`src/rtl/alu_seq_muldiv.sv`:
```
// alu_seq_muldiv: sequential ALU with registered result, iterative MULTU/DIVU into HI/LO
// Ports: clk, reset (async, active-high), start/op/a/b/shamt request inputs;
//        busy while iterating, done pulse with result/zero, hi/lo registers, div_by_zero flag.
// Build option: define ALU_SEQ_DIV_EN to compile in the restoring divider (DIVU otherwise unused).
module alu_seq_muldiv #(
  parameter int WIDTH = 32,
  parameter int SHW = $clog2(WIDTH)
) (
  input  logic             clk,
  input  logic             reset,
  input  logic             start,
  input  logic [3:0]       op,
  input  logic [WIDTH-1:0] a,
  input  logic [WIDTH-1:0] b,
  input  logic [SHW-1:0]   shamt,
  output logic             busy,
  output logic             done,
  output logic [WIDTH-1:0] result,
  output logic             zero,
  output logic [WIDTH-1:0] hi,
  output logic [WIDTH-1:0] lo,
  output logic             div_by_zero
);
  localparam logic [3:0] OP_AND = 4'b0000, OP_OR = 4'b0001, OP_NOR = 4'b0010, OP_ADD = 4'b0011;
  localparam logic [3:0] OP_SUB = 4'b0100, OP_LUI = 4'b0101, OP_SLL = 4'b0110, OP_SRL = 4'b0111;
  localparam logic [3:0] OP_MULTU = 4'b1000, OP_DIVU = 4'b1001, OP_MFHI = 4'b1010, OP_MFLO = 4'b1011;
  localparam logic [3:0] OP_SRA = 4'b1100;
  typedef enum logic [1:0] {IDLE, MUL, DIV, DONE} state_t;
  state_t state, state_n;
  logic [WIDTH-1:0] acc, q, m, acc_n, q_n, alu_r;
  logic [WIDTH:0] sum;
  logic [SHW-1:0] cnt;
  logic accept, last, mul_go, div_go, div0;
  assign accept = start && (state == IDLE || state == DONE);
  assign last = cnt == SHW'(WIDTH - 1);
  assign busy = state == MUL || state == DIV;
  assign done = state == DONE;
  assign mul_go = op == OP_MULTU;
`ifdef ALU_SEQ_DIV_EN
  logic [WIDTH:0] sh, diff;
  assign div_go = op == OP_DIVU && b != '0;
  assign div0 = op == OP_DIVU && b == '0;
`else
  assign div_go = 1'b0;
  assign div0 = 1'b0;
`endif
  always_comb begin
    alu_r = '0;
    case (op)
      OP_AND:  alu_r = a & b;
      OP_OR:   alu_r = a | b;
      OP_NOR:  alu_r = ~(a | b);
      OP_ADD:  alu_r = a + b;
      OP_SUB:  alu_r = a - b;
      OP_LUI:  alu_r = {b[WIDTH/2-1:0], {(WIDTH/2){1'b0}}};
      OP_SLL:  alu_r = b << shamt;
      OP_SRL:  alu_r = b >> shamt;
      OP_SRA:  alu_r = $signed(b) >>> shamt;
      OP_DIVU: alu_r = div0 ? '1 : '0;
      OP_MFHI: alu_r = hi;
      OP_MFLO: alu_r = lo;
      default: alu_r = '0;
    endcase
  end
  // acc:q is the running {product} for MUL and {remainder, dividend/quotient} for DIV
  always_comb begin
    sum = {1'b0, acc} + (q[0] ? {1'b0, m} : '0);
    acc_n = sum[WIDTH:1];
    q_n = {sum[0], q[WIDTH-1:1]};
`ifdef ALU_SEQ_DIV_EN
    sh = {acc, q[WIDTH-1]};
    diff = sh - {1'b0, m};
    if (state == DIV) begin
      acc_n = diff[WIDTH] ? sh[WIDTH-1:0] : diff[WIDTH-1:0];
      q_n = {q[WIDTH-2:0], ~diff[WIDTH]};
    end
`endif
  end
  always_comb begin
    state_n = state;
    state_n = busy ? (last ? DONE : state) : !start ? IDLE : mul_go ? MUL : div_go ? DIV : DONE;
  end
  always_ff @(posedge clk or posedge reset) begin
    if (reset) begin
      state <= IDLE;
      cnt <= '0;
      acc <= '0;
      q <= '0;
      m <= '0;
      result <= '0;
      zero <= 1'b0;
      hi <= '0;
      lo <= '0;
      div_by_zero <= 1'b0;
    end else begin
      state <= state_n;
      if (accept) begin
        div_by_zero <= div0;
        cnt <= '0;
        acc <= '0;
        q <= mul_go ? b : a;
        m <= mul_go ? a : b;
        if (!mul_go && !div_go) begin
          result <= alu_r;
          zero <= alu_r == '0;
        end
        if (div0) begin
          hi <= a;
          lo <= '1;
        end
      end else if (busy) begin
        cnt <= cnt + SHW'(1);
        acc <= acc_n;
        q <= q_n;
        if (last) begin
          hi <= acc_n;
          lo <= q_n;
          result <= q_n;
          zero <= q_n == '0;
        end
      end
    end
  end
endmodule

```
`config.mk`:
```
export PLATFORM = sky130hd
export DESIGN_NAME = alu_seq_muldiv
export DESIGN_NICKNAME = d
export VERILOG_FILES = /design/src/rtl/alu_seq_muldiv.sv
export SDC_FILE = /design/constraint.sdc
export NUM_CORES = 1
export LEC_CHECK = 0
export BUFFER_PORTS_ARGS = -buffer_cell sky130_fd_sc_hd__buf_4
export CAP_MARGIN = 40
export CORE_ASPECT_RATIO = 2
export CORE_MARGIN = 4
export CORE_UTILIZATION = 67
export DETAILED_ROUTE_END_ITERATION = 6
export PLACE_DENSITY = 0.92
export SLEW_MARGIN = 20
export SYNTH_ARGS = -nofsm -noshare
export SYNTH_HDL_FRONTEND = slang
export SYNTH_SLANG_ARGS = --single-unit
```
`constraint.sdc`:
```
create_clock -name clk -period 9.1 [get_ports clk]
set_input_delay 0 -clock clk [delete_from_list [all_inputs] [get_ports clk]]
set_output_delay 0 -clock clk [all_outputs]
set_load 0.005 [all_outputs]
```
==> results of run 1 <==
==> per-stage QoR <==
step	hold WS (ns)	util [%]	worst slack, ns	cells
2_1_floorplan	0.192	-	3.65	2346
3_3_place_gp	0.207	72.0	3.47	2685
3_5_place_dp	0.213	72.3	3.53	2691
4_1_cts	0.0000658	75.0	3.96	2746
==> cells by family after synthesis <==
group / count (synthesis) / share of synthesized area [%]
AOI/OAI and AO/OA: 675 / 22.2
xor gates and xnor gates: 68 / 3.01
adders and majority gates: 85 / 5.27
buffers and inverters: 259 / 5.53
DFF: 200 / 25.3
muxes: 284 / 19.8
other: 1 / 0.0189
and+or+nand+nor: 774 / 18.9
==> per-layer routing <==
layer | GRT overflow | global-route usage [%]
met5 | 0 | 4.18
met1 | 0 | 62.8
met2 | 2 | 86.2
met3 | 0 | 32.7
met4 | 1 | 60.5
==> run summary, run 1 <==
Status -> aborted with a tool error
Last stage -> global routing (5_1_grt)
First Err -> [ERROR GRT-0232] Routing congestion too high. Check the congestion heatmap in the GUI.
# Post-CTS Setup Buffers -> 0
GP Congestion -> 1.31
Flops & latches, synth -> 200
Largest net degree at the start of global routing -> 117
Sequential share of the synthesized area -> 25.3%
CTS H-tree lvls -> 4
CTS max path bufs -> 2
Core Rows -> 88
Post-synthesis async set-or-reset flop share -> 100%
Syn Std Cell Area -> 19800 µm²
Port bufs -> 174
EDFF count, synth -> 0
Synth area leader -> dfrtp_1
Syn Area/Cell -> 8.44 µm²
Area contributors post-synth -> dfrtp_1, mux4_2, mux2i_1
CTS resizes -> 0
Most frequent cell after synthesis -> nand2_1
Synth top area share -> 25.3%
Hpwl dp -> 65100 µm
Die H -> 251 µm
Clock Sinks -> 200
Ys Warns -> 0
Root Driver -> clkbuf_16
Placed Area -> 21000 µm²
Mapped Cells -> 2346
Die width -> 130 µm
TritonCTS Buffers -> 17
Syn nets -> 2493
Top cells by count, synth -> nand2_1, o21ai_0, dfrtp_1
Gr usage total -> 61.5%
Grt ovf -> 3
Top FF cell, synth -> dfrtp_1
Synth unique cells -> 95
Cts hold-fix bufs -> 23
Initial Utilization -> 68.1%
Io pins -> 176
==> run 2: changes to the inputs <==
- CORE_ASPECT_RATIO: 2 -> not set
- CORE_UTILIZATION: 67 -> 40
- PLACE_DENSITY: 0.92 -> not set
- PLACE_DENSITY_LB_ADDON: not set -> 0.15
==> run summary, run 2 <==
Critical path type -> primary input to flip-flop
Synth area leader -> dfrtp_1
Via/cell ratio -> 6.61
Worst Hold Depth -> 3
Area contributors post-synth -> dfrtp_1, mux4_2, mux2i_1
Minimum clock period -> 5.62 ns
TritonCTS Buffers -> 17
Top cells by count, synth -> nand2_1, o21ai_0, dfrtp_1
Antenna viol nets, final -> 0
Crit-path leading delay family -> simple AND/OR/NAND/NOR gates
CTS resizes -> 0
Final #Nets -> 2542
Commonest non-fill, non-tap cell in the layout -> nand2_1
Startpoint Class -> primary input
Syn Std Cell Area -> 19800 µm²
Clock Skews -> 0.0146 ns
RSZ-0062 raised after global routing -> no
FILL cells -> 4838
Number of cells on the critical path -> 21
Syn Area/Cell -> 8.44 µm²
Core Rows -> 81
Grt ovf -> 0
Largest net degree at the start of global routing -> 78
Die H -> 231 µm
Register Area -> 5000 µm²
Io pins -> 176
First-pass GRT wire length -> 134000 µm
Leak pwr -> 9.47 nW
Vias in the first global route -> 18900
Initial antenna violation count -> 7
Final Hold Viols -> 0
EDFF count, synth -> 0
Flops & latches, synth -> 200
Wirelength per Cell -> 30.1 µm
Drt total wl -> 92600 µm
M1 GR Usage -> 47.2%
Reg clk slew, reported paths -> 0.08 ns
Tcrit/Tclk final -> 61.8%
Most used routing layer -> met2
Initial Utilization -> 40.5%
Final setup viols -> 0
Final instance area -> 22500 µm²
Post-synthesis async set-or-reset flop share -> 100%
Sequential share of the synthesized area -> 25.3%
DRC viols -> 0
Root Driver -> clkbuf_16
Crit-path cells -> dlygate4sd3_1 > buf_4 > inv_1 > ha_1 > or3b_2 > nor2_1 > and2_1 > nor2_1 > xnor2_1 > ha_1 > a21o_1 > a211oi_2 > o311ai_0 > o21ai_1 > xnor2_1 > a2111oi_0 > nand2_1 > or4_1 > nor4_1 > and3_1 > a211o_1
Clock Sinks -> 200
DR pass1 iterations -> 6
Routed vias -> 20300
Total die area -> 53100 µm²
Area grow syn2layout -> 13.8%
GP Congestion -> 1.06
Port bufs -> 174
Area of the multi-input gates -> 13800 µm²
Gr usage total -> 33.9%
Core ar. -> 49000 µm²
CTS tree -> yes
Hpwl dp -> 68900 µm
Pwr/cell area -> 204 nW/µm²
Worst path max stage delay -> 0.60 ns
# Post-CTS Setup Buffers -> 0
CTS max path bufs -> 2
Mapped Cells -> 2346
Top FF cell, synth -> dfrtp_1
Fmax -> 178 MHz
Ys Warns -> 0
Cts hold-fix bufs -> 38
R2R Setup Slk -> 4.53 ns
R2r worst-path depth -> 9
Synth unique cells -> 95
Worst-margin pin slew -> 1.04 ns
Worst path bufs/invs -> 3
Die width -> 231 µm
Grt met3 use -> 7.18%
Most frequent cell after synthesis -> nand2_1
Layout cell share with drive strength beyond 1 -> 18.4%
Worst path required time -> 9.53 ns
Synth top area share -> 25.3%
Max_slew headroom -> 30.6%
Max Cap Violations -> 0
Worst hold path class -> primary input to flip-flop
Max-slew violation count -> 0
CTS H-tree lvls -> 4
CP max FO -> 12
GR Util met2 -> 51.1%
Status -> finished clean
Syn nets -> 2493
Clk Latency, worst-skew pair -> 0.49 ns
Fin Setup TNS -> 0 ns
Drt first-iter violations -> 2992
Peak VDD IR -> 0.000190 V
Worst EP arrival -> 6.05 ns
Placed Area -> 21400 µm²
Slowest cell on the critical path -> a2111oi_0
Most frequent cells in the layout -> nand2_1, o21ai_0, buf_4, dfrtp_1, nor2_1
Kind of end point of the critical path -> flip-flop
run 2: cell counts after synthesis:
Identical to the previous run, type by type.
run 2: where the power goes:
part | switching (mW) | internal (mW) | total, mW
clock network | 0.412 | 0.372 | 0.783
logic | 1.46 | 0.914 | 2.37
registers | 0.279 | 1.17 | 1.45
total | 2.15 | 2.46 | 4.61
run 2: area by class of cell:
class,instances,share of cell area (%)
multi-input combinational,1887,61.2
clock inverter,15,0.777
clock buffer,17,1.89
timing repair buffer,254,9.54
antenna,3,0.0333
inverter,35,0.616
tap,664,3.69
sequential,200,22.2
run 2: per-stage QoR:
stage,total power [mW],util [%],instances,hold WS [ns],setup slack (ns)
floorplan,2.94,-,2346,0.192,3.65
global placement,3.71,43.5,2988,0.0803,2.83
detailed placement,3.78,43.8,2996,0.0885,3.51
CTS,4.59,45.8,3066,0.00134,3.57
global route,4.93,46.0,3072,0.00865,3.05
finish,4.61,46.0,3075,0.0233,3.48
run 2: final timing paths:
kind / to / start
worst max-delay path: zero$_DFFE_PP0P_ / b[0]
worst min-delay path: m[24]$_DFFE_PP0P_ / a[24]
worst max register to register: zero$_DFFE_PP0P_ / state[0]$_DFFE_PP0P_
worst min register to register: result[19]$_DFFE_PP0P_ / result[19]$_DFFE_PP0P_
max in group asynchronous: acc[10]$_DFFE_PP0P_ / reset
min in group asynchronous: result[15]$_DFFE_PP0P_ / reset
run 2: cell families after synthesis:
family | count (synthesis) | share of synthesized area, %
simple gates | 774 | 18.9
other cells | 1 | 0.0189
compound gates | 675 | 22.2
mux | 284 | 19.8
buf+inv | 259 | 5.53
fa+ha+maj | 85 | 5.27
xor+xnor | 68 | 3.01
flops | 200 | 25.3
run 2: tightest hold or removal path, cell delays in order:
cell and delay, ns:
buf_4 0.15, mux2i_1 0.15, o21ai_0 0.17
run 2: routing by layer:
layer	share of wire [%]	wire (µm)
met1	42	38600
met2	43	40200
met3	9.8	9100
met4	5.0	4610
met5	0.085	79
(Power assumes the default switching activity.)
==> run 3: changes to the inputs <==
- clock period: 9.1 -> 5.16 ns (I/O delays scaled with it)
==> run summary, run 3 (synthesis gave the netlist of run 2 again) <==
Clock Sinks -> 200
Area of the multi-input gates -> 13800 µm²
Final core occ -> 46.7%
Largest net degree at the start of global routing -> 94
Kind of end point of the critical path -> flip-flop
Commonest non-fill, non-tap cell in the layout -> nand2_1
Hold slack -> 0.0288 ns
Final std cells w/o fill -> 3130
Reg clk slew, reported paths -> 0.09 ns
Status -> finished clean
Wirelength per Cell -> 31.4 µm
Worst path required time -> 5.59 ns
Core Rows -> 81
Port bufs -> 174
DR pass1 iterations -> 7
Tcrit/Tclk final -> 95.2%
Startpoint Class -> primary input
Register Area -> 5000 µm²
Vias in the first global route -> 19600
Worst hold path class -> primary input to flip-flop
Fin Setup TNS -> 0 ns
Minimum clock period -> 4.91 ns
Max-slew violation count -> 0
Initial antenna violation count -> 9
Worst-margin pin slew -> 1.01 ns
Critical path type -> primary input to flip-flop
Pwr/cell area -> 364 nW/µm²
Layout cell share with drive strength beyond 1 -> 20.8%
Max_slew headroom -> 31.7%
Die width -> 231 µm
Grt ovf -> 0
Clock Skews -> 0.0181 ns
CTS H-tree lvls -> 4
Via/cell ratio -> 6.56
HP Start -> a[16]
Worst r2r src -> q[0]$_DFFE_PP0P_
Clk Latency, worst-skew pair -> 0.48 ns
Routed vias -> 20500
Gr usage total -> 36.3%
Hpwl dp -> 74900 µm
Final WS setup -> 0.246 ns
Placed insts -> 3068
Die H -> 231 µm
CP max FO -> 6
Drt first-iter violations -> 2558
GP Congestion -> 1.08
TritonCTS Buffers -> 17
Final instance area -> 22800 µm²
Total die area -> 53100 µm²
Peak VDD IR -> 0.000240 V
Crit path from -> b[5]
Pre-CTS setup slack -> -0.306 ns
Core ar. -> 49000 µm²
FILL cells -> 4877
Placed Area -> 21900 µm²
Most frequent cells in the layout -> nand2_1, buf_4, o21ai_0, dfrtp_1, nor2_1
# Post-CTS Setup Buffers -> 0
Drt total wl -> 98400 µm
RSZ-0062 raised after global routing -> no
Antenna viol nets, final -> 0
Final #Nets -> 2596
CTS tree -> yes
CTS max path bufs -> 2
Initial Utilization -> 40.5%
DRC viols -> 0
Io pins -> 176
Final Hold Viols -> 0
Root Driver -> clkbuf_16
Fmax -> 203 MHz
Power, Total -> 8.31 mW
Final setup viols -> 0
Area grow syn2layout -> 15.3%
Worst EP arrival -> 5.34 ns
Leak pwr -> 9.71 nW
First-pass GRT wire length -> 142000 µm
Max Cap Violations -> 0
-- run 3: cell type report --
type | count | share of cell area, %
Antenna cell | 4 | 0.0438
Clock buffer | 19 | 1.94
Clock inverter | 13 | 0.657
Inverter | 35 | 0.591
Multi-Input combinational cell | 1887 | 60.5
Sequential cell | 200 | 21.9
Tap cell | 664 | 3.64
Timing Repair Buffer | 308 | 10.7
-- run 3: path summary, 6_finish.rpt --
| path | slack, ns | to | cells after the start |
|---|---|---|---|
| min in group asynchronous | 0.14 | result[13]$_DFFE_PP0P_ | 3 |
| max in group asynchronous | 3.51 | hi[19]$_DFFE_PP0P_ | 5 |
| max reg2reg | 1.08 | hi[29]$_DFFE_PP0P_ | 15 |
| max | 0.25 | zero$_DFFE_PP0P_ | 19 |
| min | 0.03 | m[16]$_DFFE_PP0P_ | 3 |
| min reg2reg | 0.48 | m[5]$_DFFE_PP0P_ | 2 |
-- run 3: repair_timing --
item	4_1_cts	5_1_grt
endpoints found under the hold margin	47	0
hold buffers	24	0
resized for setup	0	2
setup endpoints to repair	0	1
-- run 3: routing by layer --
layer  track usage, %  wire length, µm  vias to the layer above
met3             7.07             9050                      248
met5                0               39                        -
li1                 -                -                     8949
met1             49.4            40500                    10100
met2             55.8            43300                     1193
met4             16.7             5400                        6
-- run 3: power breakdown --
part	internal (mW)	total [mW]	switching, mW	leakage [nW]
registers	2.07	2.59	0.519	2.60
logic	1.68	4.35	2.68	6.82
clock network	0.662	1.37	0.710	0.286
-- run 3: critical path: stages --
cell	delay (ns)
buf_4	0.11
or3_1	0.48
or3b_2	0.57
nor2_1	0.19
and2_1	0.25
nand2b_1	0.12
o31ai_1	0.25
xor2_1	0.19
ha_1	0.33
a21o_1	0.24
nor2_1	0.32
o311ai_1	0.33
a2111oi_4	0.59
o311ai_1	0.32
a211oi_1	0.29
nand4_1	0.14
nor4_1	0.31
and3_1	0.19
a211o_1	0.09
